[src/rtl/uart_tx_ctrl.sv]
// uart_tx_ctrl: frame controller for the UART transmit path. Accepts bytes
// through a valid/ready handshake into a one-entry holding buffer, hands each
// byte to the downstream serializer and sequences start, data, optional parity
// and stop bits onto the serial line. One clk period is one bit time.
//
// Build option: define UART_TX_PARITY_EN to include the parity bit (11-bit
// frame, par_typ selects even/odd). Left undefined, the frame is 10 bits and
// par_typ is ignored.
//
// Ports:
//   clk        in   bit clock, rising edge
//   rst        in   asynchronous active-low reset
//   p_data     in   byte to transmit, sampled on an accepted transfer
//   data_valid in   upstream has a byte
//   data_ready out  holding buffer is empty
//   par_typ    in   parity type: 0 = even, 1 = odd
//   ser_p_data out  frame register for the serializer's parallel input
//   ser_en     out  serializer load/shift enable
//   ser_data   in   current data bit from the serializer
//   ser_done   in   serializer is presenting its last data bit
//   tx_out     out  serial line, idles high
//   busy       out  high whenever the controller is not idle
module uart_tx_ctrl #(
  parameter int unsigned DATA_W = 8
) (
  input  logic              clk,
  input  logic              rst,
  input  logic [DATA_W-1:0] p_data,
  input  logic              data_valid,
  output logic              data_ready,
  input  logic              par_typ,
  output logic [DATA_W-1:0] ser_p_data,
  output logic              ser_en,
  input  logic              ser_data,
  input  logic              ser_done,
  output logic              tx_out,
  output logic              busy
);

  localparam int unsigned CNT_W = 4;

  localparam logic [2:0] ST_IDLE   = 3'd0;
  localparam logic [2:0] ST_START  = 3'd1;
  localparam logic [2:0] ST_DATA   = 3'd2;
  localparam logic [2:0] ST_STOP   = 3'd4;
`ifdef UART_TX_PARITY_EN
  localparam logic [2:0] ST_PARITY = 3'd3;
  localparam logic [2:0] ST_POST_DATA = ST_PARITY;
`else
  localparam logic [2:0] ST_POST_DATA = ST_STOP;
`endif

  localparam logic [CNT_W-1:0] WDOG_LAST = CNT_W'(DATA_W - 1);

  logic [2:0]        state_q, state_d;
  logic [DATA_W-1:0] buf_q, buf_d;
  logic              full_q, full_d;
  logic [DATA_W-1:0] frame_q, frame_d;
  logic [CNT_W-1:0]  cnt_q, cnt_d;
  logic              move;
`ifdef UART_TX_PARITY_EN
  logic              par_q, par_d;
`else
  logic              par_typ_unused;
  assign par_typ_unused = par_typ;
`endif

  // State register
  always_ff @(posedge clk or negedge rst) begin
    if (!rst) begin
      state_q <= ST_IDLE;
    end else begin
      state_q <= state_d;
    end
  end

  // Holding buffer, frame register, watchdog and parity latch
  always_ff @(posedge clk or negedge rst) begin
    if (!rst) begin
      buf_q   <= '0;
      full_q  <= 1'b0;
      frame_q <= '0;
      cnt_q   <= '0;
`ifdef UART_TX_PARITY_EN
      par_q   <= 1'b0;
`endif
    end else begin
      buf_q   <= buf_d;
      full_q  <= full_d;
      frame_q <= frame_d;
      cnt_q   <= cnt_d;
`ifdef UART_TX_PARITY_EN
      par_q   <= par_d;
`endif
    end
  end

  // Next-state and datapath update
  always_comb begin
    state_d = state_q;
    buf_d   = buf_q;
    full_d  = full_q;
    frame_d = frame_q;
    cnt_d   = '0;
    move    = 1'b0;
`ifdef UART_TX_PARITY_EN
    par_d   = par_q;
`endif

    // Writes only land in an empty buffer, moves only drain a full one,
    // so the two can never coincide.
    if (data_valid && !full_q) begin
      buf_d  = p_data;
      full_d = 1'b1;
    end

    case (state_q)
      ST_IDLE: begin
        if (full_q) begin
          state_d = ST_START;
          move    = 1'b1;
        end
      end
      ST_START: begin
        state_d = ST_DATA;
      end
      ST_DATA: begin
        // Watchdog bounds DATA to DATA_W cycles if ser_done never arrives.
        cnt_d = cnt_q + CNT_W'(1);
        if (ser_done || (cnt_q == WDOG_LAST)) begin
          state_d = ST_POST_DATA;
          cnt_d   = '0;
        end
      end
`ifdef UART_TX_PARITY_EN
      ST_PARITY: begin
        state_d = ST_STOP;
      end
`endif
      ST_STOP: begin
        if (full_q) begin
          state_d = ST_START;
          move    = 1'b1;
        end else begin
          state_d = ST_IDLE;
        end
      end
      default: begin
        state_d = ST_IDLE;
      end
    endcase

    if (move) begin
      frame_d = buf_q;
      full_d  = 1'b0;
`ifdef UART_TX_PARITY_EN
      par_d   = par_typ;
`endif
    end
  end

  // Line and serializer-enable decode from the state register
  always_comb begin
    tx_out = 1'b1;
    ser_en = 1'b0;
    case (state_q)
      ST_START: begin
        tx_out = 1'b0;
        ser_en = 1'b1;
      end
      ST_DATA: begin
        tx_out = ser_data;
        ser_en = 1'b1;
      end
`ifdef UART_TX_PARITY_EN
      ST_PARITY: begin
        tx_out = (^frame_q) ^ par_q;
      end
`endif
      default: begin
        tx_out = 1'b1;
      end
    endcase
  end

  assign data_ready = !full_q;
  assign busy       = (state_q != ST_IDLE);
  assign ser_p_data = frame_q;

endmodule

[config.mk]
export PLATFORM = sky130hd
export DESIGN_NAME = uart_tx_ctrl
export DESIGN_NICKNAME = d
export VERILOG_FILES = /design/src/rtl/uart_tx_ctrl.sv
export SDC_FILE = /design/constraint.sdc
export NUM_CORES = 1
export LEC_CHECK = 0
export CAP_MARGIN = 20
export CORE_MARGIN = 1
export CORE_UTILIZATION = 40
export DETAILED_ROUTE_END_ITERATION = 10
export GPL_ROUTABILITY_DRIVEN = 0
export PLACE_DENSITY = 0.71
export SLEW_MARGIN = 10
export SYNTH_ARGS = -nofsm -noshare
export SYNTH_HDL_FRONTEND = slang
export SYNTH_SLANG_ARGS = --single-unit
[constraint.sdc]
create_clock -name clk -period 1.2 [get_ports clk]
set_input_delay 0.12 -clock clk [delete_from_list [all_inputs] [get_ports clk]]
set_output_delay 0.12 -clock clk [all_outputs]
set_load 0.02 [all_outputs]
# Word-level counts from Yosys, hierarchy flattened
# Index checks and enable logic that the tools add are counted.
[totals] register_bits=24 wordCells=33
[op_classes] addsub=1 n_eq_ne=6 mux=12 n_reduce_logical=9
[ops] op="one-hot mux 3 bit (4 select lines)" n=1
[ops] op="2-to-1 mux 4 bit" n=2
[ops] op="2-to-1 mux 1 bit" n=6
[ops] op="2-to-1 mux 3 bit" n=2
[ops] op="adder 4 x 1 -> 4 bit, second input constant" n=1
[ops] op="equality test 4 x 3 -> 1 bit, second input constant" n=1
[ops] op="inequality test 2 bit, second input constant" n=2
[ops] op="OR reduction 2 bit" n=2
[ops] op="equality test 3 x 1 -> 1 bit, second input constant" n=1
[ops] op="equality test 3 x 2 -> 1 bit, second input constant" n=1
[ops] op="equality test 3 bit, second input constant" n=1
[ops] op="zero test 3 bit" n=1
[ops] op="nonzero test 3 bit" n=1
[ops] op="one-hot mux 1 bit (2 select lines)" n=1
[ops] op="AND reduction 2 bit" n=1
[ops] op="nonzero test 2 bit" n=1
[ops] op="logical AND 1 bit" n=1
[ops] op="zero test 1 bit" n=1
[ops] op="logical OR 1 bit" n=1

# Longest topological paths before layout
# Gate-level depths: netlist of run 1.
[depth] depth_word=4 depth_mapped=4 mapped_depth_nobuf=4

# Least setup slack after synthesis of run 1
# OpenSTA, ideal clock, no wires.
[synth_timing] path_kind="flip-flop to flip-flop" startpoint="register full_q" endpoint="register frame_q[0], in the netlist ser_p_data[0]" t_arrival_ps=1144 t_required_ps=1075 setup_slack_ps=-69 path_stages_with_launch=4 path_cell_list="dfrtp_1 -> inv_1 -> nor3_4 -> mux2_2"
[synth_between] elab_chain_len=2
[synth_lines] item="start, declared" line="57" rtl="logic full_q, full_d;"
[synth_lines] item="start signal, assigned" line="89" rtl="full_q <= full_d;"
[synth_lines] item="2-to-1 mux 1 bit" line="119, 141"
[synth_lines] item="2-to-1 mux 1 bit"
[synth_lines] item="end signal, assigned" line="90" rtl="frame_q <= frame_d;"
[synth_lines] item="end, declared" line="58" rtl="logic [DATA_W-1:0] frame_q, frame_d;"
# Every way passes these cells.
# A chain may end at the register's enable or synchronous reset.

# Final worst setup path of run 1
[layout_timing] startpoint="register state_q[1]" endpoint="output tx_out"
[layout_between] elab_chain_len=2
[layout_lines] item="start, declared" line="55" rtl="logic [2:0] state_q, state_d;"
[layout_lines] item="start signal, assigned" line="73" rtl="state_q <= state_d;"
[layout_lines] item="equality test 3 x 2 -> 1 bit / equality test 3 x 1 -> 1 bit (equally long branches)" line="166" rtl="case (state_q)"
[layout_lines] item="one-hot mux 1 bit (2 select lines) *" line="166"
[layout_lines] item="end, declared" line="36" rtl="output logic tx_out,"
# Mark *: on every way between the ends. The rest lies on a longest branch, timed or not.

==> results of run 1 <==
-- flip-flops by register name, indices dropped and copies added (netlist names) --
name	count
cnt_q	4
state_q	3
full_q	1
ser_p_data	8
buf_q	8
-- kinds of logic (layout without fill, tap and decap cells) --
kind of cell	Yosys count	count (layout)	synth area share, %
compound gates	4	4	2.50
xor+xnor	2	2	1.84
fa+ha+maj	1	1	1.32
buf+inv	4	47	1.71
flops	24	24	63.2
mux	16	16	18.9
simple gates	17	17	10.5
-- how the worst max path moves through the flow --
| stage | from | endpoint | slack, ps |
|---|---|---|---|
| after CTS | state_q[1]$_DFFE_PN0P_ | tx_out | -260 |
| after floorplan | state_q[0]$_DFFE_PN0P_ | ser_p_data[0]$_DFFE_PN0P_ | -60 |
| final | state_q[1]$_DFFE_PN0P_ | tx_out | -240 |
| after detailed placement | state_q[0]$_DFFE_PN0P_ | tx_out | -360 |
| after global routing | state_q[1]$_DFFE_PN0P_ | tx_out | -320 |
| after global placement | state_q[0]$_DFFE_PN0P_ | tx_out | -320 |
-- metrics by stage --
stage | TNS (ps) | total power [mW]
finish | -2560 | 4.12
global route | -3620 | 4.35
CTS | -2730 | 4.06
detailed placement | -3560 | 3.17
global placement | -3240 | 3.12
floorplan | -505 | 2.31
-- layer usage --
layer	share of wire, %	vias to the layer above	GRT usage [%]
li1	-	317	-
met4	1.1	0	6.94
met1	44	343	21.4
met2	50	20	26.0
met3	4.7	3	3.03
met5	0	-	0
-- where the power goes --
group | switching (mW) | internal [mW]
Clock | 0.217 | 0.117
Sequential | 0.202 | 1.16
Combinational | 0.955 | 1.47
-- layout make-up --
type,count,area share [%]
repair buffers,41,27.0
clock buffers,3,1.48
multi-input cells,40,28.9
inverters,3,0.741
well taps,28,2.31
flip-flops and latches,24,39.5
-- critical path: cells and delay by family, from the launching register on --
family / cells / cell delay (ps)
DFF: 1 / 410
AOI/OAI and AO/OA: 1 / 100
and+or+nand+nor: 2 / 360
buffers and inverters: 1 / 130
-- layout by cell type, fill, tap and decap left out, drive strengths merged --
master	instances
dfrtp	24
nand2b	1
nor2b	1
nor3	2
nand3	1
mux2	16
a21oi	1
buf	21
or3	1
clkbuf	3
o21ai	2
nor2	6
xor2	1
clkdlybuf4s15	1
dlygate4sd2	7
ha	1
clkdlybuf4s50	12
or2b	2
nand2	2
o2111ai	1
inv	3
and2b	1
xnor2	1
-- what timing repair did --
item                       CTS  global route
setup endpoints to repair   31            26
cloned                       1             0
buffers inserted             6             2
pin swaps                    3             2
gates resized for setup     53             9
==> impl_metrics.yaml, run 1 <==
setup_path:
  crit_type: "flip-flop to output pin"
  arrival_ps: 1320
  reg2regPathDepth: 5
  cpPeakStageDelay_ps: 410
  r2r_setup_slack_ps: -240
  r2r_start: "state_q[0]$_DFFE_PN0P_"
  cp_max_fo: 4
  cp.required_ps: 1080
  worst_path_max_delay_cell: "dfrtp_1"
  crit_path_end_kind: "output pin"
  r2r_end: "ser_p_data[5]$_DFFE_PN0P_"
  start_kind: "flip-flop"
  path_cells: "or2b_4 -> o21ai_2 -> nand2b_1 -> buf_6"
clock_tree:
  clockBufferDepth: 2
  clk_pin_slew_ps: 110
  clkSinkCount: 24
  hold_buffers: 0
  cts_root_buf: "clkbuf_4"
  cts_tree: "done"
  cts_made_buffers: 3
  clk_latency_ps: 310
  htreeDepth: 1
status:
  status: "finished, violations left"
  violations: "negative setup slack"
layout:
  final_core_util_pct: 68.0
  final_net_count: 128
  fillCellCount: 174
  fin_area_sq_mm: 0.00152
  diodes: 0
  register_area_sq_um: 601
  multi_input_area_sq_um: 439
  drive_above_1_share_pct: 45.9
  syn_to_final_growth_pct: 59.7
  instances_no_fill: 139
timing:
  final_hold_viol_count: 0
  holdWs_ps: 159
  max-slew-margin-rel_pct: 80.3
  slew_viol_final: 0
  skew_ps: 0.918
  fmax_mhz: 697
  min_period_over_period_pct: 120
  setup-violations-final: 13
  tightest_slew_ps: 296
  fin_crit_ps: 1440
  fin_ws_ps: -235
  rsz0062_at_grt: "yes"
power_and_ir_drop:
  leakage_nw: 0.712
  p_per_area_mw_per_mm2: 2710
  irDropWorstVdd_v: 0.00175
synth:
  syn_avg_cell_area_sq_um: 14.0
  yosysTopAreaCellShare_pct: 63.2
  ys_types: 21
  ys_seq_area_share_pct: 63.2
  syn-cell-area_sq_um: 951
  ys_warn_count: 0
  syn_inst: 68
  yosysMostFrequentCell: "dfrtp_1"
  ys_seq_elements: 24
  synth_ff_type: "dfrtp_1"
  synthTopCellsByCount: "24 x dfrtp_1, 16 x mux2_2, 6 x nor2_1"
  synth_enable_flop_cells: 0
  syn-num-nets: 83
  yosys-top-cells-area: "dfrtp_1 63%, mux2_2 19%, nor2_1 2.4%"
  synth_top_cell_by_area: "dfrtp_1"
  async_flop_share_pct: 100
detailed_routing:
  drt_iter0_drc: 2
  drcViolationCount: 0
  ant_nets: 0
  dr.pass1.iters: 2
  avgRoutedWirePerCell_um: 13.8
  vias: 683
  wirelength_mm: 1.92
  avgViaCountPerCell: 4.91
placed_design:
  placed_cells: 128
  portBuffers: 24
  pre_cts_ws_ps: -363
  dp_hpwl_mm: 1.19
  placed_cell_area_sq_mm: 0.00132
floorplan:
  die_w_um: 50.8
  rows: 17
  dieArea_sq_mm: 0.00258
  core-area_sq_mm: 0.00223
  io_pins: 26
  fp.dieH_um: 50.8
  start_util_pct: 42.6
flow_run:
  drv_cap: 0
hold_path:
  hp-class: "primary input to async pin"
grt:
  grt_overflow: 0
  grt_pass1_vias: 704
  grt_pass1_wl_mm: 3.02
  antenna_found_initial: 0
  track_usage_pct: 16.2
  grt_max_degree: 25
No activity file was read; power rests on OpenSTA's default activity.
==> run 2, diff against run 1 <==
==> constraint.sdc (replaced) <==
create_clock -name clk -period 1.2 [get_ports clk]
set_input_delay 0.24 -clock clk [delete_from_list [all_inputs] [get_ports clk]]
set_output_delay 0.24 -clock clk [all_outputs]
set_load 0.02 [all_outputs]
==> run 2 against run 1 <==
  * The run still ends with negative setup slack left
  * Sequential share of layout area increased by 1.1 points
  * Wire length increased by 1.0%
  * Non-clock buffer count decreased by 3
  * Clock power increased by 67%
  * Die area unchanged
  * Worst setup slack got worse by 130 ps
  * Critical endpoint unchanged
  * Highest routed layer unchanged
==> impl_metrics.yaml, run 2 (same netlist as run 1, synthesis figures left out) <==
setup_path:
  crit_path_end_kind: "output pin"
  r2r_setup_slack_ps: -170
  arrival_ps: 1320
  start_kind: "flip-flop"
  path_cells: "or2b_4 -> o21ai_2 -> nand2b_1 -> buf_6"
  crit_buf_inv: 1
  worst_path_max_delay_cell: "dfrtp_1"
  cp_max_fo: 5
  cp.required_ps: 960
  path_delay_family: "flip-flops"
  crit_type: "flip-flop to output pin"
  cpPeakStageDelay_ps: 440
grt:
  grt_overflow: 0
  track_usage_pct: 16.6
  use_met3_pct: 2.73
  grtUsageMet1_pct: 19.2
  grt_busiest_layer: "met2"
  antenna_found_initial: 0
  grt_max_degree: 25
  grt_util_met2_pct: 29.3
  grt_pass1_vias: 700
  grt_pass1_wl_mm: 3.02
clock_tree:
  cts_made_buffers: 3
  cts_tree: "done"
  clkSinkCount: 24
  cts_root_buf: "clkbuf_4"
  htreeDepth: 1
  clockBufferDepth: 2
  clk_latency_ps: 300
  hold_buffers: 0
  clk_pin_slew_ps: 120
detailed_routing:
  drcViolationCount: 0
  ant_nets: 0
  avgRoutedWirePerCell_um: 14.1
  dr.pass1.iters: 4
  vias: 655
  drt_iter0_drc: 5
  avgViaCountPerCell: 4.78
  wirelength_mm: 1.94
floorplan:
  fp.dieH_um: 50.8
  die_w_um: 50.8
  rows: 17
  core-area_sq_mm: 0.00223
  start_util_pct: 42.6
  dieArea_sq_mm: 0.00258
  io_pins: 26
placed_design:
  placed_cell_area_sq_mm: 0.00135
  dp_hpwl_mm: 1.18
  portBuffers: 24
power_and_ir_drop:
  leakage_nw: 0.683
  p_per_area_mw_per_mm2: 2700
  irDropWorstVdd_v: 0.00147
status:
  status: "finished, violations left"
  violations: "negative setup slack"
flow_run:
  drv_cap: 0
layout:
  fin_area_sq_mm: 0.00148
  drive_above_1_share_pct: 54.1
  syn_to_final_growth_pct: 55.3
  final_net_count: 125
  diodes: 0
  final_common_cell: "dfrtp_1"
  mostFrequentLayoutCells: "24 x dfrtp_1, 12 x clkdlybuf4s50_1, 10 x buf_4"
timing:
  fmax_mhz: 640
  setup-violations-final: 19
  tightest_slew_ps: 249
  min_period_over_period_pct: 130
  skew_ps: 2.37
  fin_ws_ps: -363
  final_hold_viol_count: 0
  slew_viol_final: 0
  tns_ps: -2580
  max-slew-margin-rel_pct: 83.4
  fin_crit_ps: 1560
  rsz0062_at_grt: "yes"
hold_path:
  hp-class: "primary input to async pin"
-- run 2: report_power, final --
group          switching [mW]  internal [mW]  leakage (nW)
clock                   0.224          0.338        0.0279
sequential              0.205           1.16         0.294
combinational           0.880           1.18         0.362
total                    1.31           2.67         0.683
-- run 2: worst paths after layout --
kind | startpoint | cells past startpoint | to
worst min register to register | ser_p_data[2]$_DFFE_PN0P_ | 1 | ser_p_data[2]$_DFFE_PN0P_
max in group asynchronous | rst | 2 | buf_q[6]$_DFFE_PN0P_
worst max-delay path | state_q[0]$_DFFE_PN0P_ | 4 | tx_out
worst min-delay path | rst | 2 | ser_p_data[1]$_DFFE_PN0P_
min in group clk | ser_p_data[2]$_DFFE_PN0P_ | 1 | ser_p_data[2]$_DFFE_PN0P_
worst max register to register | state_q[1]$_DFFE_PN0P_ | 4 | ser_p_data[7]$_DFFE_PN0P_
-- run 2: cell type report --
cell class / count / area, sq um
multi-input combinational: 40 / 425
inverter: 3 / 11.3
fill: 167 / 757
clock inverter: 1 / 30.0
timing repair buffer: 38 / 352
tap: 28 / 35.0
sequential: 24 / 601
clock buffer: 3 / 22.5
-- run 2: through the flow --
| step | std cells | power (mW) | worst slack, ps | hold slack [ps] | util, % |
|---|---|---|---|---|---|
| detailed placement | 130 | 3.22 | -462 | 492 | 60.3 |
| global route | 137 | 4.20 | -450 | 267 | 66.1 |
| CTS | 136 | 3.90 | -374 | 256 | 64.1 |
| finish | 137 | 3.98 | -363 | 262 | 66.1 |
| floorplan | 68 | 2.32 | -67.0 | -55.6 | - |
| global placement | 130 | 3.18 | -454 | 482 | 60.3 |
-- run 2: timing repair --
action	in CTS	in global routing
pin swaps	3	2
setup endpoints to repair	32	24
resized for setup	70	9
buffers inserted	2	1
-- run 2: routing by layer --
metal  up-vias  wire [um]
met2        16       1040
met4         0         15
li1        311          -
met5         -          0
met3         2         54
met1       326        832
